[config.mk]
export PLATFORM = sky130hd
export DESIGN_NAME = lfsr_stream_decrypt
export DESIGN_NICKNAME = d
export VERILOG_FILES = /design/src/rtl/lfsr_stream_decrypt.sv
export SDC_FILE = /design/constraint.sdc
export NUM_CORES = 1
export LEC_CHECK = 0
export ABC_AREA = 1
export ABC_CLOCK_PERIOD_IN_PS = 3200
export BUFFER_PORTS_ARGS = -buffer_cell sky130_fd_sc_hd__buf_4
export CELL_PAD_IN_SITES_DETAIL_PLACEMENT = 0
export CELL_PAD_IN_SITES_GLOBAL_PLACEMENT = 2
export CORE_ASPECT_RATIO = 0.9
export CORE_MARGIN = 2
export CORE_UTILIZATION = 35
export DETAILED_ROUTE_END_ITERATION = 6
export PLACE_DENSITY_LB_ADDON = 0.1
export SYNTH_ARGS = -nofsm -noshare
export SYNTH_HDL_FRONTEND = slang
export SYNTH_SLANG_ARGS = --single-unit
[constraint.sdc]
create_clock -name clk -period 3.2 [get_ports clk]
set_clock_uncertainty 0.1 [all_clocks]
set_input_delay 0.48 -clock clk [delete_from_list [all_inputs] [get_ports clk]]
set_output_delay 0.48 -clock clk [all_outputs]
set_load 0.005 [all_outputs]
[src/rtl/lfsr_stream_decrypt.sv]
// Receive-side LFSR stream cipher: XORs the regenerated keystream onto ciphertext
// bytes and buffers the plaintext in a 2-entry output FIFO.
module lfsr_stream_decrypt #(
  parameter int unsigned FIFO_DEPTH = 2,
  parameter int unsigned CNT_W      = 16
) (
  input  logic             clk,
  input  logic             clear,
  input  logic [7:0]       key_work,
  input  logic             load_key,
  input  logic             in_valid,
  input  logic [7:0]       in_data,
  input  logic             in_sof,
  output logic             in_ready,
  output logic             out_valid,
  output logic [7:0]       out_data,
  input  logic             out_ready,
  output logic             keyed,
  output logic [CNT_W-1:0] frame_cnt
);

  localparam int unsigned CW = $clog2(FIFO_DEPTH + 1);

  typedef enum logic {IDLE, RUN} state_t;

  state_t        state, state_nxt;
  logic [7:0]    key_reg, lfsr, ks, seed, plain, tail;
  logic [CW-1:0] fifo_count;
  logic          accept, pop;

  function automatic logic [7:0] lfsr_next(input logic [7:0] s);
    return {s[6:0], s[7] ^ s[5] ^ s[4] ^ s[3]};
  endfunction

  // State register
  always_ff @(posedge clk or negedge clear) begin
    if (!clear) state <= IDLE;
    else        state <= state_nxt;
  end

  // Next state: keying is the only way out of IDLE
  always_comb begin
    state_nxt = state;
    if (state == IDLE && load_key) state_nxt = RUN;
  end

  // Output decode from registered state and occupancy only
  always_comb begin
    in_ready = 1'b0;
    if (state == RUN && fifo_count < CW'(FIFO_DEPTH)) in_ready = 1'b1;
  end

  // A zero seed would lock the LFSR at zero, so it is replaced by 8'h01
  always_comb begin
    seed      = (key_work == 8'h00) ? 8'h01 : key_work;
    ks        = in_sof ? key_reg : lfsr;
    plain     = in_data ^ ks;
    accept    = in_valid & in_ready;
    out_valid = (fifo_count != '0);
    pop       = out_valid & out_ready;
  end

  // Key, keystream and frame counter; a reseed overrides the accept's advance
  always_ff @(posedge clk or negedge clear) begin
    if (!clear) begin
      key_reg   <= 8'h00;
      lfsr      <= 8'h01;
      keyed     <= 1'b0;
      frame_cnt <= '0;
    end else begin
      if (load_key) begin
        key_reg <= seed;
        lfsr    <= seed;
      end else if (accept) begin
        lfsr <= lfsr_next(ks);
      end
      if (load_key) keyed <= 1'b1;
      if (load_key) begin
        frame_cnt <= '0;
      end else if (accept) begin
        if (in_sof)                frame_cnt <= CNT_W'(1);
        else if (frame_cnt != '1)  frame_cnt <= frame_cnt + CNT_W'(1);
      end
    end
  end

  // Two-entry FIFO: out_data is the head register, tail holds the second entry
  always_ff @(posedge clk or negedge clear) begin
    if (!clear) begin
      out_data   <= 8'h00;
      tail       <= 8'h00;
      fifo_count <= '0;
    end else begin
      unique case ({accept, pop})
        2'b10: begin
          if (fifo_count == '0) out_data <= plain;
          else                  tail     <= plain;
          fifo_count <= fifo_count + CW'(1);
        end
        2'b01: begin
          out_data   <= tail;
          fifo_count <= fifo_count - CW'(1);
        end
        2'b11: out_data <= plain;
        default: ;
      endcase
    end
  end

endmodule

==> results of run 1 <==
[cells in the mapped netlist, types with 2 or more instances]
| master | n |
|---|---|
| mux2_2 | 8 |
| o21ai_1 | 7 |
| a21oi_1 | 3 |
| nor4_1 | 2 |
| inv_2 | 5 |
| xnor2_1 | 7 |
| nor2_2 | 2 |
| nand4_1 | 7 |
| inv_1 | 34 |
| nor2_1 | 38 |
| buf_6 | 2 |
| o21ai_2 | 6 |
| o21ai_0 | 12 |
| nand2_1 | 130 |
| dfrtp_1 | 51 |
| buf_2 | 3 |
| nand3_2 | 6 |
| buf_4 | 2 |
| clkbuf_1 | 3 |
| a31oi_1 | 8 |
| ha_1 | 3 |
| nand2_2 | 7 |
| xor2_1 | 7 |
| nand3_1 | 20 |
[per-layer routing]
metal | global-route usage [%] | share of wire [%] | up-vias
met5 | 0 | 0 | -
met4 | 3.94 | 0.71 | 0
met3 | 2.77 | 3.7 | 5
met2 | 24.7 | 43 | 52
met1 | 26.6 | 53 | 1160
li1 | - | - | 1311
[worst paths after layout]
kind	from	end	cells after the start
setup reg to reg	fifo_count[1]	out_data[0]	8
hold reg to reg	state	state	2
setup / recovery	fifo_count[1]	out_data[0]	8
max in group asynchronous	clear	key_reg[0]	1
min in group clk	key_work[1]	key_reg[1]	3
hold / removal	clear	out_data[4]	1
[cells in the final DEF, fill, tap and decap left out, types with 7 or more instances in the layout]
master     n
buf_4     49
nor2_1    38
dfrtp_1   51
nand4_1    7
nand2_2    7
xnor2_1    7
mux2_2     8
o21ai_0   12
nand2_1  130
a31oi_1    8
xor2_1     7
o21ai_1    7
inv_1     34
nand3_1   20
[power groups by stage]
| stage | Combinational [mW] | Clock (mW) | Sequential [mW] |
|---|---|---|---|
| after detailed placement | 0.646 | 0 | 0.918 |
| after CTS | 0.649 | 0.411 | 0.904 |
| final | 0.636 | 0.391 | 0.903 |
| after global routing | 0.720 | 0.438 | 0.927 |
| after floorplan | 0.423 | 0 | 0.906 |
| after global placement | 0.641 | 0 | 0.911 |
[cell type report]
cell class                 instances  share of cell area (%)
tap                               99                    3.54
sequential                        52                    37.3
clock buffer                       5                    1.97
multi-input combinational        282                    41.8
timing repair buffer              49                    10.5
inverter                          39                    4.19
clock inverter                     3                   0.680
[logic make-up after synthesis]
family                     Yosys count
AOI/OAI and AO/OA                   38
xor gates and xnor gates            14
adders and majority gates            3
buffers and inverters               49
DFF                                 52
muxes                                8
and+or+nand+nor                    219
==> impl_results.md, run 1 <==
- Ys async rst share: 100%
- Power after layout: 1.93 mW
- DRT iter0 DRCs: roughly 120
- Post-synth top area share: 42.9%
- Post-synth EDFFs: 0
- Delay of the slowest critical-path stage: around 0.42 ns
- Synth Area in Simple Gates: 32.8%
- Leakage dissipation: 1.69 nW
- Resize count post-CTS: 0
- Max Freq: around 0.53 GHz
- H-tree lvl count: 2
- Starting density of the core: roughly 37%
- Detail Placement HPWL: 5390 µm
- Post-synthesis mux area share: 3.03%
- Clk pwr share: between 20% and 30%
- Max reg flops: 16
- Inserted Diodes: 0
- Net Sw Power: 668 µW
- Top cells by area, synth: dfrtp_1, nand2_1, nor2_1, inv_1, nand3_1
- Footprint of the multi-input gates: about 1500 µm²
- Critical path buffers and inverters: 3
- Crit Path Category: reg2reg
- Comb pwr share: about a third
- Layout cells sized above 1: between 20% and 30%
- Worst endpoint required time: 3.29 ns
- Unique masters post-synth: 34
- FF/Latch Area: between 1000 and 1500 µm²
- Syn nets: 408
- Xor/xnor share of the synthesized area: about 4.1%
- Count of final max-slew check failures: 0
- Post-Syn Instances: 383
- CP arrival: 1.98 ns
- Final core occ: 42.9%
- Root buf cell: clkbuf_8
- Fraction of power spent switching nets: about 35%
- Via count: 2528
- Clock Latency Late Sink: roughly 0.31 ns
- Yosys warns: 0
- Synth Area in Compound Gates: under 10%
- Final setup vio count: 0
- P per Cell Area: 552 nW/µm²
- Startpoint types: flip-flop
- Die width: roughly 100 µm
- Clk sinks: 52
- Flop pwr share: 46.8%
- Setup ws final: 1.31 ns
- Max clock buf depth: 2
- Final cell count without fillers: ~530
- Final period util: 59.0%
- CP Capture Type: flip-flop
- Site Rows: 31
- Placement Cell Area: between 3000 and 4000 µm²
- DRT antenna net count: 0
- Clk pin slew, worst setup/hold paths: 0.11 ns
- Hold Violations, Final: 0
- Worst slew pin tran: 0.667 ns
- Internal power: between 1 and 1.5 mW
- Final non-filler cell area: ~3500 µm²
- Minimum clock period: 1.89 ns
- Vias in the first global route: 2443
- Total of max-cap violations: 0
- Final setup TNS: 0 ns
- Top_reg_cell synth: dfrtp_1
- Setup slack at placement: 1.26 ns
- CP Cell Sequence: nor2_1, inv_1, nand2_2, inv_1, ha_1, inv_1, nand2_1, a31oi_1
- Status: completed
- WL final: 7470 µm
- Hold WC Path Type: in2async
- GPL Wtd Cong: 0.751
- Mean Syn Cell Area: 7.77 µm²
- Initial DRT Pass Iterations: 6
- RSZ-0062 raised after global routing: false
- Maximum fanout along the worst path: 11
- Inst Count DP: 521
- Antenna violations before repair: 0
- Full die area: 9250 µm²
- Global-route wire length before repair: 12400 µm
- CTS Hold Bufs: 0
- Ports: roughly 50
- Number of fill cells: 846
- Gr ovfl total: 0
- Largest net degree at the start of global routing: 53
- Mapped Area: 2970 µm²
- Post-CTS setup buffer count: 0
- Most frequent CP cell: inv_1
- Hold Slack: roughly 0.077 ns
- Biggest register: frame_cnt
- CP max stage cell: dfrtp_1
- Area of the core: roughly 8000 µm²
- CTS tree: yes
- Crit-path leading delay family: buffers and inverters
- GRT Total Usage: 17.2%
- I/O Buffers: 48
- Layout area overhead: 17.5%
- WL/cell: 14.1 µm
- Slew HR: 55.5%
- Fin nets: roughly 450
- Vias per cell: 4.78
- Largest family of logic cells by synthesized area: simple AND/OR/NAND/NOR gates
- Cts bufs inserted: 5
- Die height: 91.5 µm
- Cell type with the largest total area after synthesis: dfrtp_1
- Adder-cell share of the synthesized area: 1.26%
- DR DRC count: 0
- Peak supply drop: approximately 0.22 mV
- R2R Setup Slk: around 1.3 ns
- Seq/Total Area, Yosys: 43.8%
- Yosys reg bits: between 50 and 60
Power figures use the tool's default switching activity.
==> run 2: changes to the inputs <==
--- a/config.mk
+++ b/config.mk
@@ -5,8 +5,8 @@
 export SDC_FILE = /design/constraint.sdc
 export NUM_CORES = 1
 export LEC_CHECK = 0
-export ABC_AREA = 1
-export ABC_CLOCK_PERIOD_IN_PS = 3200
+export ABC_AREA = 0
+export ABC_CLOCK_PERIOD_IN_PS = 1800
 export BUFFER_PORTS_ARGS = -buffer_cell sky130_fd_sc_hd__buf_4
 export CELL_PAD_IN_SITES_DETAIL_PLACEMENT = 0
 export CELL_PAD_IN_SITES_GLOBAL_PLACEMENT = 2
==> constraint.sdc (replaced) <==
create_clock -name clk -period 1.8 [get_ports clk]
set_clock_uncertainty 0.1 [all_clocks]
set_input_delay 0.27 -clock clk [delete_from_list [all_inputs] [get_ports clk]]
set_output_delay 0.27 -clock clk [all_outputs]
set_load 0.005 [all_outputs]
==> run 2 against run 1 <==
Compared with the run above: area after synthesis is 8.4% lower; fmax is 8.3% higher; first-iteration DRC count is 39% lower; flip-flop and latch count stayed put; routed wire length is 5.8% lower; global-route usage is 0.17 points higher; design area is 3.3% higher; die area is 8.0% lower; clock power is 110% higher; critical path type unchanged; critical endpoint is now frame_cnt[15]; largest cell class unchanged.
==> impl_results.md, run 2 <==
- CP Capture Type: flip-flop
- GRT Total Usage: 17.3%
- Die width: 97.0 µm
- WL final: 7030 µm
- Initial DRT Pass Iterations: 4
- Startpoint types: flip-flop
- Layout cells sized above 1: 34.7%
- Global-route wire length before repair: 11700 µm
- Seq/Total Area, Yosys: 47.8%
- Max Freq: 0.573 GHz
- I/O Buffers: 48
- Final core occ: 47.8%
- DRT antenna net count: 0
- Mapped Area: between 2000 and 3000 µm²
- Slew HR: 54.9%
- Final period util: 96.9%
- Status: completed
- CTS tree: yes
- Via count: about 2300
- Most frequent cell after synthesis: dfrtp_1
- Hold Violations, Final: 0
- DR DRC count: 0
- Max reg flops: 16
- H-tree lvl count: 2
- RSZ-0062 raised after global routing: true
- Vias per cell: about 5.1
- Syn nets: 296
- Final setup vio count: 0
- Largest net degree at the start of global routing: 53
- Worst slew pin tran: 0.676 ns
- CP Cell Sequence: nand3b_4, a211o_4, or4_1, a21oi_1
- Worst endpoint required time: between 1.5 and 2 ns
- DRT iter0 DRCs: 72
- Unique masters post-synth: 45
- Clk sinks: 52
- Mean Syn Cell Area: 10.1 µm²
- Layout area overhead: 32.5%
- Fin nets: 378
- Footprint of the multi-input gates: 1380 µm²
- Site Rows: 30
- Clock Latency Late Sink: ~0.31 ns
- WL/cell: 15.6 µm
- Post-synth EDFFs: 0
- Ys async rst share: 100%
- Crit Path Category: reg2reg
- Commonest cells after routing, fill and taps aside: buf_4, dfrtp_1, a21oi_1
- Cell type with the largest total area after synthesis: dfrtp_1
- Biggest register: frame_cnt
- Area of the core: 7540 µm²
- Starting density of the core: 36.1%
- Hold WC Path Type: in2reg
- Vias in the first global route: approximately 2200
- Most common cell after layout, fill and taps aside: buf_4
- Top cells by area, synth: dfrtp_1, mux2i_1, a21oi_1, xnor2_1, mux2_2
- Max clock buf depth: 2
- Yosys reg bits: 52
- Cts bufs inserted: 5
- Detail Placement HPWL: approximately 5000 µm
- Total of max-cap violations: 0
- Die height: 87.7 µm
- Yosys warns: 0
- Synth cell count leaders: dfrtp_1, a21oi_1, mux2i_1, nor2_1, nand2_1
- CP max stage cell: or4_1
- Full die area: around 8500 µm²
- Antenna violations before repair: 0
- Number of fill cells: approximately 730
- Peak supply drop: 0.423 mV
- Inserted Diodes: 0
- Final setup TNS: 0 ns
- Post-synth top area share: 46.8%
- CP arrival: 1.89 ns
- Root buf cell: clkbuf_8
- Post-Syn Instances: 271
- GPL Wtd Cong: 0.803
- P per Cell Area: slightly above 1000 nW/µm²
- Gr ovfl total: 0
- Ports: 49
- Maximum fanout along the worst path: 5
- Clk pin slew, worst setup/hold paths: 0.09 ns
- Leakage dissipation: between 1.5 and 2 nW
- Top_reg_cell synth: dfrtp_1
- Delay of the slowest critical-path stage: 0.47 ns
- Minimum clock period: 1.74 ns
- Count of final max-slew check failures: 0
- FF/Latch Area: 1300 µm²
## run 2: changes by cell type after synthesis, moves of 7 or more
cell,change
nand2_1,-110
a21oi_1,+27
mux2i_1,+22
inv_1,-21
nand3_1,-18
nor2_1,-16
a31oi_1,-8
nand2_2,-7
## run 2: routing by layer
layer	global-route usage (%)	routed length [µm]	vias up
li1	-	-	1135
met1	27.0	3800	1101
met2	23.7	2880	45
met3	4.55	276	7
met4	4.23	74	0
met5	0	0	-
## run 2: cell type report
type / count / share of cell area [%]
multi-input cells: 195 / 38.2
flip-flops and latches: 52 / 36.1
repair buffers: 85 / 18.0
well taps: 96 / 3.33
clock buffers: 6 / 2.01
inverters: 14 / 1.46
clock inverters: 2 / 0.971
## run 2: report_power, final
group	internal (mW)	switching, mW
sequential	1.44	0.145
clock	0.413	0.395
combinational	0.658	0.603
## run 2: cells by family after synthesis
family / count (synthesis) / share of synthesized area [%]
muxes: 30 / 11.4
and+or+nand+nor: 79 / 16.3
DFF: 52 / 47.8
AOI/OAI and AO/OA: 68 / 15.0
xor gates and xnor gates: 14 / 4.50
adders and majority gates: 3 / 1.38
buffers and inverters: 25 / 3.63
## run 2: timing repair
item | 4_1_cts | 5_1_grt
gates resized for setup | 0 | 16
endpoints found under the hold margin | 51 | 0
endpoints found under the setup margin | 5 | 29
hold buffers | 1 | 0
setup buffers | 1 | 2
gates cloned | 0 | 1
pin swaps | 0 | 5
## run 2: metrics by stage
stage / instances / power, mW / instance area, µm² / setup WS (ns) / hold slack (ns)
4_1_cts: 448 / 3.68 / 3540 / 0.00299 / 0.0779
6_report: 450 / 3.65 / 3610 / 0.0554 / 0.0886
3_3_place_gp: 438 / 2.81 / 3410 / 0.0441 / 0.261
5_1_grt: 450 / 3.93 / 3610 / -0.0302 / 0.0813
3_5_place_dp: 438 / 2.84 / 3410 / -0.0167 / 0.266
2_1_floorplan: 271 / 2.37 / 2750 / 0.0112 / -0.126
## run 2: final timing paths
kind                                from             to  slack [ns]  depth (start not counted)
hold reg to reg                    keyed          keyed        0.39                          1
min in group asynchronous          clear    out_data[6]        0.44                          2
hold / removal               key_work[4]        lfsr[4]        0.09                          3
max in group asynchronous          clear   frame_cnt[8]        0.68                          2
setup / recovery           fifo_count[1]  frame_cnt[15]        0.06                          4
setup reg to reg           fifo_count[1]  frame_cnt[15]        0.06                          4
## run 2: critical path: cells and delay by family (launching register included)
| family | cells | cell delay (ns) |
|---|---|---|
| compound gates | 2 | 0.51 |
| flops | 1 | 0.40 |
| simple gates | 2 | 0.67 |
==> run 3: changes to the inputs <==
--- a/config.mk
+++ b/config.mk
@@ -5,14 +5,14 @@
 export SDC_FILE = /design/constraint.sdc
 export NUM_CORES = 1
 export LEC_CHECK = 0
-export ABC_AREA = 0
+export ABC_AREA = 1
 export ABC_CLOCK_PERIOD_IN_PS = 1800
 export BUFFER_PORTS_ARGS = -buffer_cell sky130_fd_sc_hd__buf_4
 export CELL_PAD_IN_SITES_DETAIL_PLACEMENT = 0
 export CELL_PAD_IN_SITES_GLOBAL_PLACEMENT = 2
 export CORE_ASPECT_RATIO = 0.9
 export CORE_MARGIN = 2
-export CORE_UTILIZATION = 35
+export CORE_UTILIZATION = 32
 export DETAILED_ROUTE_END_ITERATION = 6
 export PLACE_DENSITY_LB_ADDON = 0.1
 export SYNTH_ARGS = -nofsm -noshare
==> constraint.sdc (replaced) <==
create_clock -name clk -period 1.8 [get_ports clk]
set_clock_uncertainty 0.1 [all_clocks]
set_input_delay 0 -clock clk [delete_from_list [all_inputs] [get_ports clk]]
set_output_delay 0 -clock clk [all_outputs]
set_load 0.005 [all_outputs]
==> run 3 against run 2 <==
Compared with the run above: via count up 15%; power is 2.0% lower; sequential share of layout area is 2.1 points lower.
==> impl_results.md, run 3 (same netlist as run 1, synthesis figures left out) <==
- WL final: 8190 µm
- P per Cell Area: 935 nW/µm²
- Post-CTS setup buffer count: 0
- DRT iter0 DRCs: 104
- Peak supply drop: 0.479 mV
- CTS tree: yes
- Status: completed
- Final core occ: 42.2%
- Max clock buf depth: 2
- RSZ-0062 raised after global routing: false
- Comb pwr share: 35.3%
- Net Sw Power: between 1 and 1.5 mW
- CP arrival: around 1.8 ns
- Flop pwr share: 44.6%
- GRT Total Usage: 17.8%
- Crit Path Category: reg2reg
- GPL Wtd Cong: 0.751
- Worst slew pin tran: around 0.7 ns
- Ports: around 50
- Slew HR: 53.2%
- Final period util: between 90% and 100%
- Final setup TNS: 0 ns
- Root buf cell: clkbuf_8
- FF/Latch Area: 1300 µm²
- Most common cell after layout, fill and taps aside: nand2_1
- Die width: 106 µm
- Final setup vio count: 0
- Clk pwr share: 20.1%
- Hold WC Path Type: in2reg
- Layout cells sized above 1: 25.8%
- Max reg flops: 16
- Clock Latency Late Sink: ~0.32 ns
- I/O Buffers: 48
- Area of the core: 9080 µm²
- Largest net degree at the start of global routing: 53
- Antenna violations before repair: 0
- Global-route wire length before repair: roughly 14000 µm
- Via count: 2629
- Die height: 95.5 µm
- Count of final max-slew check failures: 0
- Gr ovfl total: 0
- DR DRC count: 0
- Full die area: 10100 µm²
- Worst endpoint required time: 1.95 ns
- Total of max-cap violations: 0
- Minimum clock period: 1.66 ns
- Number of fill cells: 941
- Site Rows: 33
- WL/cell: 14.0 µm
- Detail Placement HPWL: 5790 µm
- H-tree lvl count: 2
- Fin nets: 486
- Fraction of power spent switching nets: a little over a third
- Maximum fanout along the worst path: 4
- Commonest cells after routing, fill and taps aside: nand2_1, buf_4, dfrtp_1
- Inserted Diodes: 0
- Biggest register: frame_cnt
- Hold Violations, Final: 0
- Clk pin slew, worst setup/hold paths: 0.11 ns
- Layout area overhead: 28.8%
- Initial DRT Pass Iterations: 4
- Vias per cell: ~4.5
- Footprint of the multi-input gates: between 1000 and 1500 µm²
- Internal power: 2.33 mW
- Clk sinks: 52
- DRT antenna net count: 0
- Cts bufs inserted: 5
- CP Capture Type: flip-flop
- Starting density of the core: between 30% and 40%
- Vias in the first global route: 2619
- Startpoint types: flip-flop
- Leakage dissipation: 1.86 nW
- Max Freq: 0.604 GHz
==> run 3: area by class of cell <==
type                            count  area share [%]
Clock inverter                      3           0.588
Timing Repair Buffer               81            17.1
Multi-Input combinational cell    282            38.6
Sequential cell                    52            34.0
Tap cell                          122            3.99
Inverter                           39            3.89
Clock buffer                        5            1.80
==> run 3: critical path: stages (launching register included) <==
cell and delay [ns]:
dfrtp_1 0.38, ha_2 0.24, inv_1 0.08, nor3_4 0.22
nand2_1 0.11, nor2_1 0.16, nand3_1 0.10, nand2_1 0.07
inv_1 0.03, nor2_1 0.08
==> run 3: final timing paths <==
path / depth (start not counted) / startpoint / endpoint / slack [ns]
setup / recovery: 9 / frame_cnt[0] / frame_cnt[12] / 0.14
hold reg to reg: 2 / state / state / 0.37
setup reg to reg: 9 / frame_cnt[0] / frame_cnt[12] / 0.14
max in group asynchronous: 2 / clear / frame_cnt[2] / 0.93
min in group asynchronous: 2 / clear / out_data[4] / 0.16
hold / removal: 4 / out_ready / out_data[0] / 0.06
==> run 3: repair_timing <==
item,in CTS,in global routing
gates resized for setup,0,10
setup endpoints to repair,0,16
hold buffers,18,0
endpoints found under the hold margin,80,0
==> run 3: power by group through the flow <==
stage | logic [mW] | registers [mW] | clock network [mW]
2_1_floorplan | 0.752 | 1.61 | 0
3_3_place_gp | 1.23 | 1.61 | 0
3_5_place_dp | 1.23 | 1.62 | 0
4_1_cts | 1.27 | 1.60 | 0.745
5_1_grt | 1.44 | 1.64 | 0.797
6_report | 1.26 | 1.60 | 0.718
==> run 3: per-stage QoR <==
step	total power [mW]	setup WS, ns	instances	instance area, µm²	hold WS [ns]
final	3.58	0.144	584	3830	0.0586
after global routing	3.88	0.0199	584	3830	0.0927
after CTS	3.61	0.0522	584	3810	0.0622
after detailed placement	2.85	0.0754	558	3540	-0.00114
after global placement	2.84	0.116	558	3540	0.00500
after floorplan	2.36	0.120	383	2970	-0.396
==> run 3: metal layers <==
metal  wire (µm)  vias up  global-route usage [%]
met1        4510     1200                    27.7
met4          65        0                    3.62
met3         261        7                    2.53
met2        3360       44                    26.1
li1            -     1378                       -
met5           0        -                       0
